$ cat src/rtl/cpu_pkg.sv
// Shared definitions for the five-stage 64-bit ARM-subset CPU.
// Holds the datapath and field widths, the ALU B-source encoding and
// the bit positions of the N/Z/V/C condition flags.
package cpu_pkg;

    localparam int DATA_W     = 64;
    localparam int INSTR_W    = 32;
    localparam int REG_ADDR_W = 5;
    localparam int ALUOP_W    = 3;
    localparam int ALUSRC_W   = 2;

    // ALU operand-B source select
    localparam logic [ALUSRC_W-1:0] ALUSRC_DB     = 2'd0;
    localparam logic [ALUSRC_W-1:0] ALUSRC_DADDR9 = 2'd1;
    localparam logic [ALUSRC_W-1:0] ALUSRC_IMM12  = 2'd2;
    localparam logic [ALUSRC_W-1:0] ALUSRC_LSR    = 2'd3;

    // Bit index of each condition flag inside the 4-bit nzvc vector
    typedef enum logic [1:0] {
        FLAG_C = 2'd0,
        FLAG_V = 2'd1,
        FLAG_Z = 2'd2,
        FLAG_N = 2'd3
    } flag_idx_e;

endpackage

$ cat src/rtl/ex_pipe_regs_if.sv
// Bundle of every signal crossing the pipeline-state block.
// slave  : the register block (id_*/exm_*/flag inputs, ex_*/mem_*/nzvc outputs)
// master : the surrounding decode/ALU logic driving it.
interface ex_pipe_regs_if;
    import cpu_pkg::*;

    // flag register
    logic                  flag_we;
    logic [3:0]            alu_nzvc;
    logic [3:0]            nzvc;
    // ID/EX stage
    logic                  id_regwrite,  ex_regwrite;
    logic                  id_memwrite,  ex_memwrite;
    logic [ALUOP_W-1:0]    id_aluop,     ex_aluop;
    logic [ALUSRC_W-1:0]   id_alusrc,    ex_alusrc;
    logic                  id_memtoreg,  ex_memtoreg;
    logic                  id_flagwrite, ex_flagwrite;
    logic [INSTR_W-1:0]    id_instr,     ex_instr;
    logic [DATA_W-1:0]     id_imm12,     ex_imm12;
    logic [DATA_W-1:0]     id_daddr9,    ex_daddr9;
    logic [DATA_W-1:0]     id_lsr,       ex_lsr;
    logic [REG_ADDR_W-1:0] id_rd,        ex_rd;
    logic [DATA_W-1:0]     id_da,        ex_da;
    logic [DATA_W-1:0]     id_db,        ex_db;
    // EX/MEM stage
    logic [DATA_W-1:0]     exm_alures,   mem_alures;
    logic [DATA_W-1:0]     exm_db,       mem_db;
    logic [DATA_W-1:0]     exm_daddr9,   mem_daddr9;
    logic                  exm_memwrite, mem_memwrite;
    logic                  exm_memtoreg, mem_memtoreg;
    logic                  exm_flagwrite, mem_flagwrite;
    logic                  exm_regwrite, mem_regwrite;
    logic [REG_ADDR_W-1:0] exm_rd,       mem_rd;

    modport slave (
        input  flag_we, alu_nzvc,
        input  id_regwrite, id_memwrite, id_aluop, id_alusrc, id_memtoreg,
               id_flagwrite, id_instr, id_imm12, id_daddr9, id_lsr, id_rd,
               id_da, id_db,
        input  exm_alures, exm_db, exm_daddr9, exm_memwrite, exm_memtoreg,
               exm_flagwrite, exm_regwrite, exm_rd,
        output nzvc,
        output ex_regwrite, ex_memwrite, ex_aluop, ex_alusrc, ex_memtoreg,
               ex_flagwrite, ex_instr, ex_imm12, ex_daddr9, ex_lsr, ex_rd,
               ex_da, ex_db,
        output mem_alures, mem_db, mem_daddr9, mem_memwrite, mem_memtoreg,
               mem_flagwrite, mem_regwrite, mem_rd
    );

    modport master (
        output flag_we, alu_nzvc,
        output id_regwrite, id_memwrite, id_aluop, id_alusrc, id_memtoreg,
               id_flagwrite, id_instr, id_imm12, id_daddr9, id_lsr, id_rd,
               id_da, id_db,
        output exm_alures, exm_db, exm_daddr9, exm_memwrite, exm_memtoreg,
               exm_flagwrite, exm_regwrite, exm_rd,
        input  nzvc,
        input  ex_regwrite, ex_memwrite, ex_aluop, ex_alusrc, ex_memtoreg,
               ex_flagwrite, ex_instr, ex_imm12, ex_daddr9, ex_lsr, ex_rd,
               ex_da, ex_db,
        input  mem_alures, mem_db, mem_daddr9, mem_memwrite, mem_memtoreg,
               mem_flagwrite, mem_regwrite, mem_rd
    );

endinterface

$ cat src/rtl/dff_en_w.sv
// Generic W-bit register with synchronous active-high reset and load enable.
// Ports: clk, reset (sync, clears to 0, beats en_i), en_i (load), d_i, q_o.
module dff_en_w #(
    parameter int W = 1
) (
    input  logic         clk,
    input  logic         reset,
    input  logic         en_i,
    input  logic [W-1:0] d_i,
    output logic [W-1:0] q_o
);

    logic [W-1:0] q_q;
    logic [W-1:0] q_d;

    // Next state: load when enabled, otherwise hold
    always_comb begin
        q_d = q_q;
        if (en_i) begin
            q_d = d_i;
        end else begin
            q_d = q_q;
        end
    end

    // State register with synchronous clear
    always_ff @(posedge clk) begin
        if (reset) begin
            q_q <= {W{1'b0}};
        end else begin
            q_q <= q_d;
        end
    end

    assign q_o = q_q;

endmodule

$ cat src/rtl/ex_pipe_regs.sv
// Pipeline-state block: ID/EX register, EX/MEM register and the
// enable-gated N/Z/V/C flag register. Pure storage, one clock edge.
// Ports: clk, reset (sync active-high, clears everything),
//        bus (ex_pipe_regs_if.slave) carrying all stage fields and flags.
// Pipeline fields load every edge; bubbles come from upstream zeroing
// the control inputs, so there is no stall/flush here.
module ex_pipe_regs
    import cpu_pkg::*;
(
    input logic           clk,
    input logic           reset,
    ex_pipe_regs_if.slave bus
);

    // Condition flags: only updated when the EX-stage instruction sets flags
    dff_en_w #(.W(4)) u_nzvc (.clk(clk), .reset(reset), .en_i(bus.flag_we),
        .d_i(bus.alu_nzvc), .q_o(bus.nzvc));

    // ---------------- ID/EX ----------------
    dff_en_w #(.W(1)) u_ex_regwrite (.clk(clk), .reset(reset), .en_i(1'b1),
        .d_i(bus.id_regwrite), .q_o(bus.ex_regwrite));
    dff_en_w #(.W(1)) u_ex_memwrite (.clk(clk), .reset(reset), .en_i(1'b1),
        .d_i(bus.id_memwrite), .q_o(bus.ex_memwrite));
    dff_en_w #(.W(ALUOP_W)) u_ex_aluop (.clk(clk), .reset(reset), .en_i(1'b1),
        .d_i(bus.id_aluop), .q_o(bus.ex_aluop));
    dff_en_w #(.W(ALUSRC_W)) u_ex_alusrc (.clk(clk), .reset(reset), .en_i(1'b1),
        .d_i(bus.id_alusrc), .q_o(bus.ex_alusrc));
    dff_en_w #(.W(1)) u_ex_memtoreg (.clk(clk), .reset(reset), .en_i(1'b1),
        .d_i(bus.id_memtoreg), .q_o(bus.ex_memtoreg));
    dff_en_w #(.W(1)) u_ex_flagwrite (.clk(clk), .reset(reset), .en_i(1'b1),
        .d_i(bus.id_flagwrite), .q_o(bus.ex_flagwrite));
    dff_en_w #(.W(INSTR_W)) u_ex_instr (.clk(clk), .reset(reset), .en_i(1'b1),
        .d_i(bus.id_instr), .q_o(bus.ex_instr));
    dff_en_w #(.W(DATA_W)) u_ex_imm12 (.clk(clk), .reset(reset), .en_i(1'b1),
        .d_i(bus.id_imm12), .q_o(bus.ex_imm12));
    dff_en_w #(.W(DATA_W)) u_ex_daddr9 (.clk(clk), .reset(reset), .en_i(1'b1),
        .d_i(bus.id_daddr9), .q_o(bus.ex_daddr9));
    dff_en_w #(.W(DATA_W)) u_ex_lsr (.clk(clk), .reset(reset), .en_i(1'b1),
        .d_i(bus.id_lsr), .q_o(bus.ex_lsr));
    dff_en_w #(.W(REG_ADDR_W)) u_ex_rd (.clk(clk), .reset(reset), .en_i(1'b1),
        .d_i(bus.id_rd), .q_o(bus.ex_rd));
    dff_en_w #(.W(DATA_W)) u_ex_da (.clk(clk), .reset(reset), .en_i(1'b1),
        .d_i(bus.id_da), .q_o(bus.ex_da));
    dff_en_w #(.W(DATA_W)) u_ex_db (.clk(clk), .reset(reset), .en_i(1'b1),
        .d_i(bus.id_db), .q_o(bus.ex_db));

    // ---------------- EX/MEM ----------------
    dff_en_w #(.W(DATA_W)) u_mem_alures (.clk(clk), .reset(reset), .en_i(1'b1),
        .d_i(bus.exm_alures), .q_o(bus.mem_alures));
    dff_en_w #(.W(DATA_W)) u_mem_db (.clk(clk), .reset(reset), .en_i(1'b1),
        .d_i(bus.exm_db), .q_o(bus.mem_db));
    dff_en_w #(.W(DATA_W)) u_mem_daddr9 (.clk(clk), .reset(reset), .en_i(1'b1),
        .d_i(bus.exm_daddr9), .q_o(bus.mem_daddr9));
    dff_en_w #(.W(1)) u_mem_memwrite (.clk(clk), .reset(reset), .en_i(1'b1),
        .d_i(bus.exm_memwrite), .q_o(bus.mem_memwrite));
    dff_en_w #(.W(1)) u_mem_memtoreg (.clk(clk), .reset(reset), .en_i(1'b1),
        .d_i(bus.exm_memtoreg), .q_o(bus.mem_memtoreg));
    dff_en_w #(.W(1)) u_mem_flagwrite (.clk(clk), .reset(reset), .en_i(1'b1),
        .d_i(bus.exm_flagwrite), .q_o(bus.mem_flagwrite));
    dff_en_w #(.W(1)) u_mem_regwrite (.clk(clk), .reset(reset), .en_i(1'b1),
        .d_i(bus.exm_regwrite), .q_o(bus.mem_regwrite));
    dff_en_w #(.W(REG_ADDR_W)) u_mem_rd (.clk(clk), .reset(reset), .en_i(1'b1),
        .d_i(bus.exm_rd), .q_o(bus.mem_rd));

endmodule

$ cat src/flat_wrapper.sv
// flat-port wrapper written by rule: the top's interface ports become plain ports
module ex_pipe_regs_flat import cpu_pkg::*;
  (clk, reset, bus_flag_we, bus_alu_nzvc, bus_id_regwrite, bus_id_memwrite, bus_id_aluop, bus_id_alusrc, bus_id_memtoreg, bus_id_flagwrite, bus_id_instr, bus_id_imm12, bus_id_daddr9, bus_id_lsr, bus_id_rd, bus_id_da, bus_id_db, bus_exm_alures, bus_exm_db, bus_exm_daddr9, bus_exm_memwrite, bus_exm_memtoreg, bus_exm_flagwrite, bus_exm_regwrite, bus_exm_rd, bus_nzvc, bus_ex_regwrite, bus_ex_memwrite, bus_ex_aluop, bus_ex_alusrc, bus_ex_memtoreg, bus_ex_flagwrite, bus_ex_instr, bus_ex_imm12, bus_ex_daddr9, bus_ex_lsr, bus_ex_rd, bus_ex_da, bus_ex_db, bus_mem_alures, bus_mem_db, bus_mem_daddr9, bus_mem_memwrite, bus_mem_memtoreg, bus_mem_flagwrite, bus_mem_regwrite, bus_mem_rd);
  ex_pipe_regs_if bus_i ();
  input logic clk;
  input logic reset;
  input wire logic [$bits(bus_i.flag_we)-1:0] bus_flag_we;
  input wire logic [$bits(bus_i.alu_nzvc)-1:0] bus_alu_nzvc;
  input wire logic [$bits(bus_i.id_regwrite)-1:0] bus_id_regwrite;
  input wire logic [$bits(bus_i.id_memwrite)-1:0] bus_id_memwrite;
  input wire logic [$bits(bus_i.id_aluop)-1:0] bus_id_aluop;
  input wire logic [$bits(bus_i.id_alusrc)-1:0] bus_id_alusrc;
  input wire logic [$bits(bus_i.id_memtoreg)-1:0] bus_id_memtoreg;
  input wire logic [$bits(bus_i.id_flagwrite)-1:0] bus_id_flagwrite;
  input wire logic [$bits(bus_i.id_instr)-1:0] bus_id_instr;
  input wire logic [$bits(bus_i.id_imm12)-1:0] bus_id_imm12;
  input wire logic [$bits(bus_i.id_daddr9)-1:0] bus_id_daddr9;
  input wire logic [$bits(bus_i.id_lsr)-1:0] bus_id_lsr;
  input wire logic [$bits(bus_i.id_rd)-1:0] bus_id_rd;
  input wire logic [$bits(bus_i.id_da)-1:0] bus_id_da;
  input wire logic [$bits(bus_i.id_db)-1:0] bus_id_db;
  input wire logic [$bits(bus_i.exm_alures)-1:0] bus_exm_alures;
  input wire logic [$bits(bus_i.exm_db)-1:0] bus_exm_db;
  input wire logic [$bits(bus_i.exm_daddr9)-1:0] bus_exm_daddr9;
  input wire logic [$bits(bus_i.exm_memwrite)-1:0] bus_exm_memwrite;
  input wire logic [$bits(bus_i.exm_memtoreg)-1:0] bus_exm_memtoreg;
  input wire logic [$bits(bus_i.exm_flagwrite)-1:0] bus_exm_flagwrite;
  input wire logic [$bits(bus_i.exm_regwrite)-1:0] bus_exm_regwrite;
  input wire logic [$bits(bus_i.exm_rd)-1:0] bus_exm_rd;
  output wire logic [$bits(bus_i.nzvc)-1:0] bus_nzvc;
  output wire logic [$bits(bus_i.ex_regwrite)-1:0] bus_ex_regwrite;
  output wire logic [$bits(bus_i.ex_memwrite)-1:0] bus_ex_memwrite;
  output wire logic [$bits(bus_i.ex_aluop)-1:0] bus_ex_aluop;
  output wire logic [$bits(bus_i.ex_alusrc)-1:0] bus_ex_alusrc;
  output wire logic [$bits(bus_i.ex_memtoreg)-1:0] bus_ex_memtoreg;
  output wire logic [$bits(bus_i.ex_flagwrite)-1:0] bus_ex_flagwrite;
  output wire logic [$bits(bus_i.ex_instr)-1:0] bus_ex_instr;
  output wire logic [$bits(bus_i.ex_imm12)-1:0] bus_ex_imm12;
  output wire logic [$bits(bus_i.ex_daddr9)-1:0] bus_ex_daddr9;
  output wire logic [$bits(bus_i.ex_lsr)-1:0] bus_ex_lsr;
  output wire logic [$bits(bus_i.ex_rd)-1:0] bus_ex_rd;
  output wire logic [$bits(bus_i.ex_da)-1:0] bus_ex_da;
  output wire logic [$bits(bus_i.ex_db)-1:0] bus_ex_db;
  output wire logic [$bits(bus_i.mem_alures)-1:0] bus_mem_alures;
  output wire logic [$bits(bus_i.mem_db)-1:0] bus_mem_db;
  output wire logic [$bits(bus_i.mem_daddr9)-1:0] bus_mem_daddr9;
  output wire logic [$bits(bus_i.mem_memwrite)-1:0] bus_mem_memwrite;
  output wire logic [$bits(bus_i.mem_memtoreg)-1:0] bus_mem_memtoreg;
  output wire logic [$bits(bus_i.mem_flagwrite)-1:0] bus_mem_flagwrite;
  output wire logic [$bits(bus_i.mem_regwrite)-1:0] bus_mem_regwrite;
  output wire logic [$bits(bus_i.mem_rd)-1:0] bus_mem_rd;
  assign bus_i.flag_we = bus_flag_we;
  assign bus_i.alu_nzvc = bus_alu_nzvc;
  assign bus_i.id_regwrite = bus_id_regwrite;
  assign bus_i.id_memwrite = bus_id_memwrite;
  assign bus_i.id_aluop = bus_id_aluop;
  assign bus_i.id_alusrc = bus_id_alusrc;
  assign bus_i.id_memtoreg = bus_id_memtoreg;
  assign bus_i.id_flagwrite = bus_id_flagwrite;
  assign bus_i.id_instr = bus_id_instr;
  assign bus_i.id_imm12 = bus_id_imm12;
  assign bus_i.id_daddr9 = bus_id_daddr9;
  assign bus_i.id_lsr = bus_id_lsr;
  assign bus_i.id_rd = bus_id_rd;
  assign bus_i.id_da = bus_id_da;
  assign bus_i.id_db = bus_id_db;
  assign bus_i.exm_alures = bus_exm_alures;
  assign bus_i.exm_db = bus_exm_db;
  assign bus_i.exm_daddr9 = bus_exm_daddr9;
  assign bus_i.exm_memwrite = bus_exm_memwrite;
  assign bus_i.exm_memtoreg = bus_exm_memtoreg;
  assign bus_i.exm_flagwrite = bus_exm_flagwrite;
  assign bus_i.exm_regwrite = bus_exm_regwrite;
  assign bus_i.exm_rd = bus_exm_rd;
  assign bus_nzvc = bus_i.nzvc;
  assign bus_ex_regwrite = bus_i.ex_regwrite;
  assign bus_ex_memwrite = bus_i.ex_memwrite;
  assign bus_ex_aluop = bus_i.ex_aluop;
  assign bus_ex_alusrc = bus_i.ex_alusrc;
  assign bus_ex_memtoreg = bus_i.ex_memtoreg;
  assign bus_ex_flagwrite = bus_i.ex_flagwrite;
  assign bus_ex_instr = bus_i.ex_instr;
  assign bus_ex_imm12 = bus_i.ex_imm12;
  assign bus_ex_daddr9 = bus_i.ex_daddr9;
  assign bus_ex_lsr = bus_i.ex_lsr;
  assign bus_ex_rd = bus_i.ex_rd;
  assign bus_ex_da = bus_i.ex_da;
  assign bus_ex_db = bus_i.ex_db;
  assign bus_mem_alures = bus_i.mem_alures;
  assign bus_mem_db = bus_i.mem_db;
  assign bus_mem_daddr9 = bus_i.mem_daddr9;
  assign bus_mem_memwrite = bus_i.mem_memwrite;
  assign bus_mem_memtoreg = bus_i.mem_memtoreg;
  assign bus_mem_flagwrite = bus_i.mem_flagwrite;
  assign bus_mem_regwrite = bus_i.mem_regwrite;
  assign bus_mem_rd = bus_i.mem_rd;
  ex_pipe_regs u_core (.clk(clk), .reset(reset), .bus(bus_i));
endmodule
$ cat config.mk
export PLATFORM = sky130hd
export DESIGN_NAME = ex_pipe_regs_flat
export DESIGN_NICKNAME = d
export VERILOG_FILES = /design/src/rtl/cpu_pkg.sv /design/src/rtl/ex_pipe_regs_if.sv /design/src/rtl/dff_en_w.sv /design/src/rtl/ex_pipe_regs.sv /design/src/flat_wrapper.sv
export SDC_FILE = /design/constraint.sdc
export NUM_CORES = 1
export LEC_CHECK = 0
export ABC_AREA = 0
export CAP_MARGIN = 10
export CORE_AREA = 2 2 449 451
export DETAILED_ROUTE_END_ITERATION = 8
export DIE_AREA = 0 0 451 453
export PLACE_DENSITY = 0.3
export SLEW_MARGIN = 20
export SYNTH_ARGS = -nofsm -noshare
export SYNTH_HDL_FRONTEND = slang
export SYNTH_SLANG_ARGS = --single-unit
$ cat constraint.sdc
create_clock -name clk -period 2.34 [get_ports clk]
set_clock_uncertainty 0.05 [all_clocks]
set_input_delay 0.468 -clock clk [delete_from_list [all_inputs] [get_ports clk]]
set_output_delay 0.468 -clock clk [all_outputs]
set_load 0.02 [all_outputs]
==> impl_results.md <==
* YS warnings at 0
* Port buffer count at 1,144
* Die Area at 0.204 sq mm
* Reg clk slew, reported paths at 0.06 ns
* Peak VDD IR at 0.000483 V
* Slew Viols, Final at 0
* Antenna Nets Post-Route at 0
* Die height at 453 um
* CTS Buf Count at between 80 and 90
* # setup viols final at 0
* Worst Max-Slew Pin Slew at 0.620 ns
* Cell Area, Synth at 0.0153 sq mm
* Nets at 3,051
* Sink Count at 571
* Residual DRC at 0
* Worst path bufs/invs at 1
* Vias in the first global route at 14,309
* Placeable Area at 0.199 sq mm
* CP cell instances: clkdlybuf4s50_1
* Largest net degree at the start of global routing at 75
* Placer Congestion at 0.890
* Required time of the critical path at 1.82 ns
* Via count at 13,664
* Longest Clk Path Bufs at 3
* Clk_lat worst skew at just over 0.7 ns
* Drt pass-1 iters at 4
* Hold WC Path Type: primary input to flop
* Synth Area in XOR/XNOR at 0
* Pwr/cell area at 829 mW/mm^2
* Mux cell area share after synthesis at 0.00261
* First-pass GRT wire length at 172 mm
* Max Cap Violations at 0
* Critical path peak fanout at 1
* Io pins at 1,145
* Max-slew headroom at 0.586
* Worst path max stage delay at 0.71 ns
* Die Width at 451 um
* CP Capture Type: output port
* Initial antenna violation count at 115
* Pleak at approximately 13 nW
* Post-synthesis adder-cell area fraction at 0
* Initial DRC count at between 500 and 600
* Netlist cell types at 6
* Post-synthesis sequential area ratio at 0.746
* Yosys reg bits at 571
* Final WL at 141 mm
* H-tree levels at 3
* Delay-heaviest family, CP: buffers and inverters
* Slowest-stage cell, CP: clkdlybuf4s50_1
* Post-DP HPWL at 122 mm
* Largest family of logic cells by synthesized area: simple AND/OR/NAND/NOR gates
* Synth Area in Compound Gates at 0
* WL per Instance at 26.9 um
* Via density per instance at 2.61
* Mapped Cells at 1,210
* Post-synthesis net count at 1,784
* Layout cells sized above 1 at 0.0952
* TritonCTS clock tree: yes
* Area growth from synthesis to layout at 118%
* Setup CP Type: flop to output port
* Final TNS setup at 0 ns
* Num rows at 164
* Tot GR Track Use at 0.133
* GRT overflow at 0
* Met2 usage in global routing at 0.220
* Status: finished, final reports clean
* Mean post-synth cell area at 12.7 sq um
* Min Tclk post-route at 2.27 ns
* M3 GR Usage at 0.0447
* Gr busiest metal: met2
* Root buf cell: clkbuf_16
* Final period util at 0.972
* Crit path launch type: flop
* Met1 Usage GRT at 0.163
* Worst hold slack at 0.0965 ns
* Initial Utilization at 0.0769
* Fmax at around 440 MHz
* Simple-gate share of the synthesized area at 0.232
* Final Hold Vio Count at 0
* Post-CTS Hold Fix Bufs at 0
* RSZ-0062 raised after global routing: no
* Data arrival time of the worst path at about 1.8 ns
[per-stage QoR]
| step | setup slack [ns] | instance area, sq um | total power, mW | std cells | utilization |
|---|---|---|---|---|---|
| after global placement | 0.407 | 30700 | 14.8 | 5048 | 0.154 |
| after CTS | 0.000706 | 33400 | 28.5 | 5197 | 0.167 |
| after global routing | 0.00112 | 33400 | 28.9 | 5200 | 0.167 |
| after detailed placement | 0.405 | 30700 | 14.8 | 5048 | 0.154 |
| after floorplan | 1.16 | 15300 | 11.7 | 1210 | - |
| final | 0.0656 | 33400 | 27.7 | 5230 | 0.168 |
[path summary, 6_finish.rpt]
kind	endpoint	start	slack (ns)	cells after the start
worst min register to register	u_core.u_nzvc.q_o[2]$_SDFFE_PP0P_	u_core.u_nzvc.q_o[2]$_SDFFE_PP0P_	0.52	2
worst max-delay path	bus_mem_db[2]	u_core.u_mem_db.q_o[2]$_SDFF_PP0_	0.07	1
worst min-delay path	u_core.u_mem_alures.q_o[55]$_SDFF_PP0_	reset	0.1	2
worst max register to register	u_core.u_nzvc.q_o[0]$_SDFFE_PP0P_	u_core.u_nzvc.q_o[0]$_SDFFE_PP0P_	1.63	2
[kinds of logic (layout without fill, tap and decap cells)]
kind of cell | Yosys count | in the layout
simple gates | 571 | 571
buf+inv | 64 | 1395
mux | 4 | 4
flops | 571 | 571
other cells | 0 | 33
[layer usage]
metal / up-vias / wire length (um)
met5: - / 338
met4: 54 / 3190
met3: 206 / 12200
met2: 701 / 66900
met1: 6457 / 57900
li1: 6246 / -
[power breakdown]
part | switching (mW) | total, mW | internal (mW)
Combinational | 1.87 | 3.81 | 1.94
Sequential | 0.266 | 10.5 | 10.3
Clock | 5.51 | 13.4 | 7.88
[timing repair]
item / 4_1_cts / 5_1_grt
setup buffers: 0 / 0
gates resized for setup: 172 / 0
setup endpoints to repair: 157 / 0
[synth_stat cells]
cell type,instances,share of area
nor2_1,4,0.00098
buf_2,46,0.015
nor2b_1,567,0.23
dfxtp_1,571,0.75
clkbuf_1,18,0.0044
mux2i_1,4,0.0026
[layout make-up]
| cell class | count | area [sq um] |
|---|---|---|
| Antenna cell | 33 | 82.6 |
| Clock buffer | 118 | 2400 |
| Clock inverter | 31 | 450 |
| Fill cell | 22091 | 166000 |
| Multi-Input combinational cell | 575 | 3600 |
| Sequential cell | 571 | 11400 |
| Tap cell | 2656 | 3320 |
| Timing Repair Buffer | 1246 | 12200 |
[cell usage in the layout (no fill, tap or decap), types with 4 or more instances in the layout]
cell type,synthesis,routed
clkbuf_8,0,17
buf_12,0,9
nor2b_1,567,567
buf_4,0,93
nor2_1,4,4
clkbuf_1,18,17
clkinv_2,0,12
clkdlybuf4s15_1,0,5
clkbuf_16,0,84
dfxtp_1,571,567
dfxtp_2,0,4
mux2i_1,4,4
dlygate4sd2_1,0,149
bufinv_16,0,6
clkdlybuf4s50_1,0,986
diode_2,0,33
[flip-flops by register name, indices dropped and copies added, names as in the netlist]
signal and count:
u_core.u_mem_regwrite.q_o 1, u_core.u_mem_flagwrite.q_o 1, u_core.u_mem_db.q_o 64, u_core.u_ex_da.q_o 64, u_core.u_ex_flagwrite.q_o 1, u_core.u_ex_alusrc.q_o 2, u_core.u_mem_memwrite.q_o 1, u_core.u_mem_daddr9.q_o 64
u_core.u_ex_regwrite.q_o 1, u_core.u_ex_daddr9.q_o 64, u_core.u_ex_db.q_o 64, u_core.u_mem_alures.q_o 64, u_core.u_ex_memtoreg.q_o 1, u_core.u_ex_lsr.q_o 64, u_core.u_ex_instr.q_o 32, u_core.u_ex_memwrite.q_o 1
u_core.u_ex_imm12.q_o 64, u_core.u_mem_rd.q_o 5, u_core.u_ex_rd.q_o 5, u_core.u_mem_memtoreg.q_o 1, u_core.u_nzvc.q_o 4, u_core.u_ex_aluop.q_o 3
No activity file was read; power rests on OpenSTA's default activity.
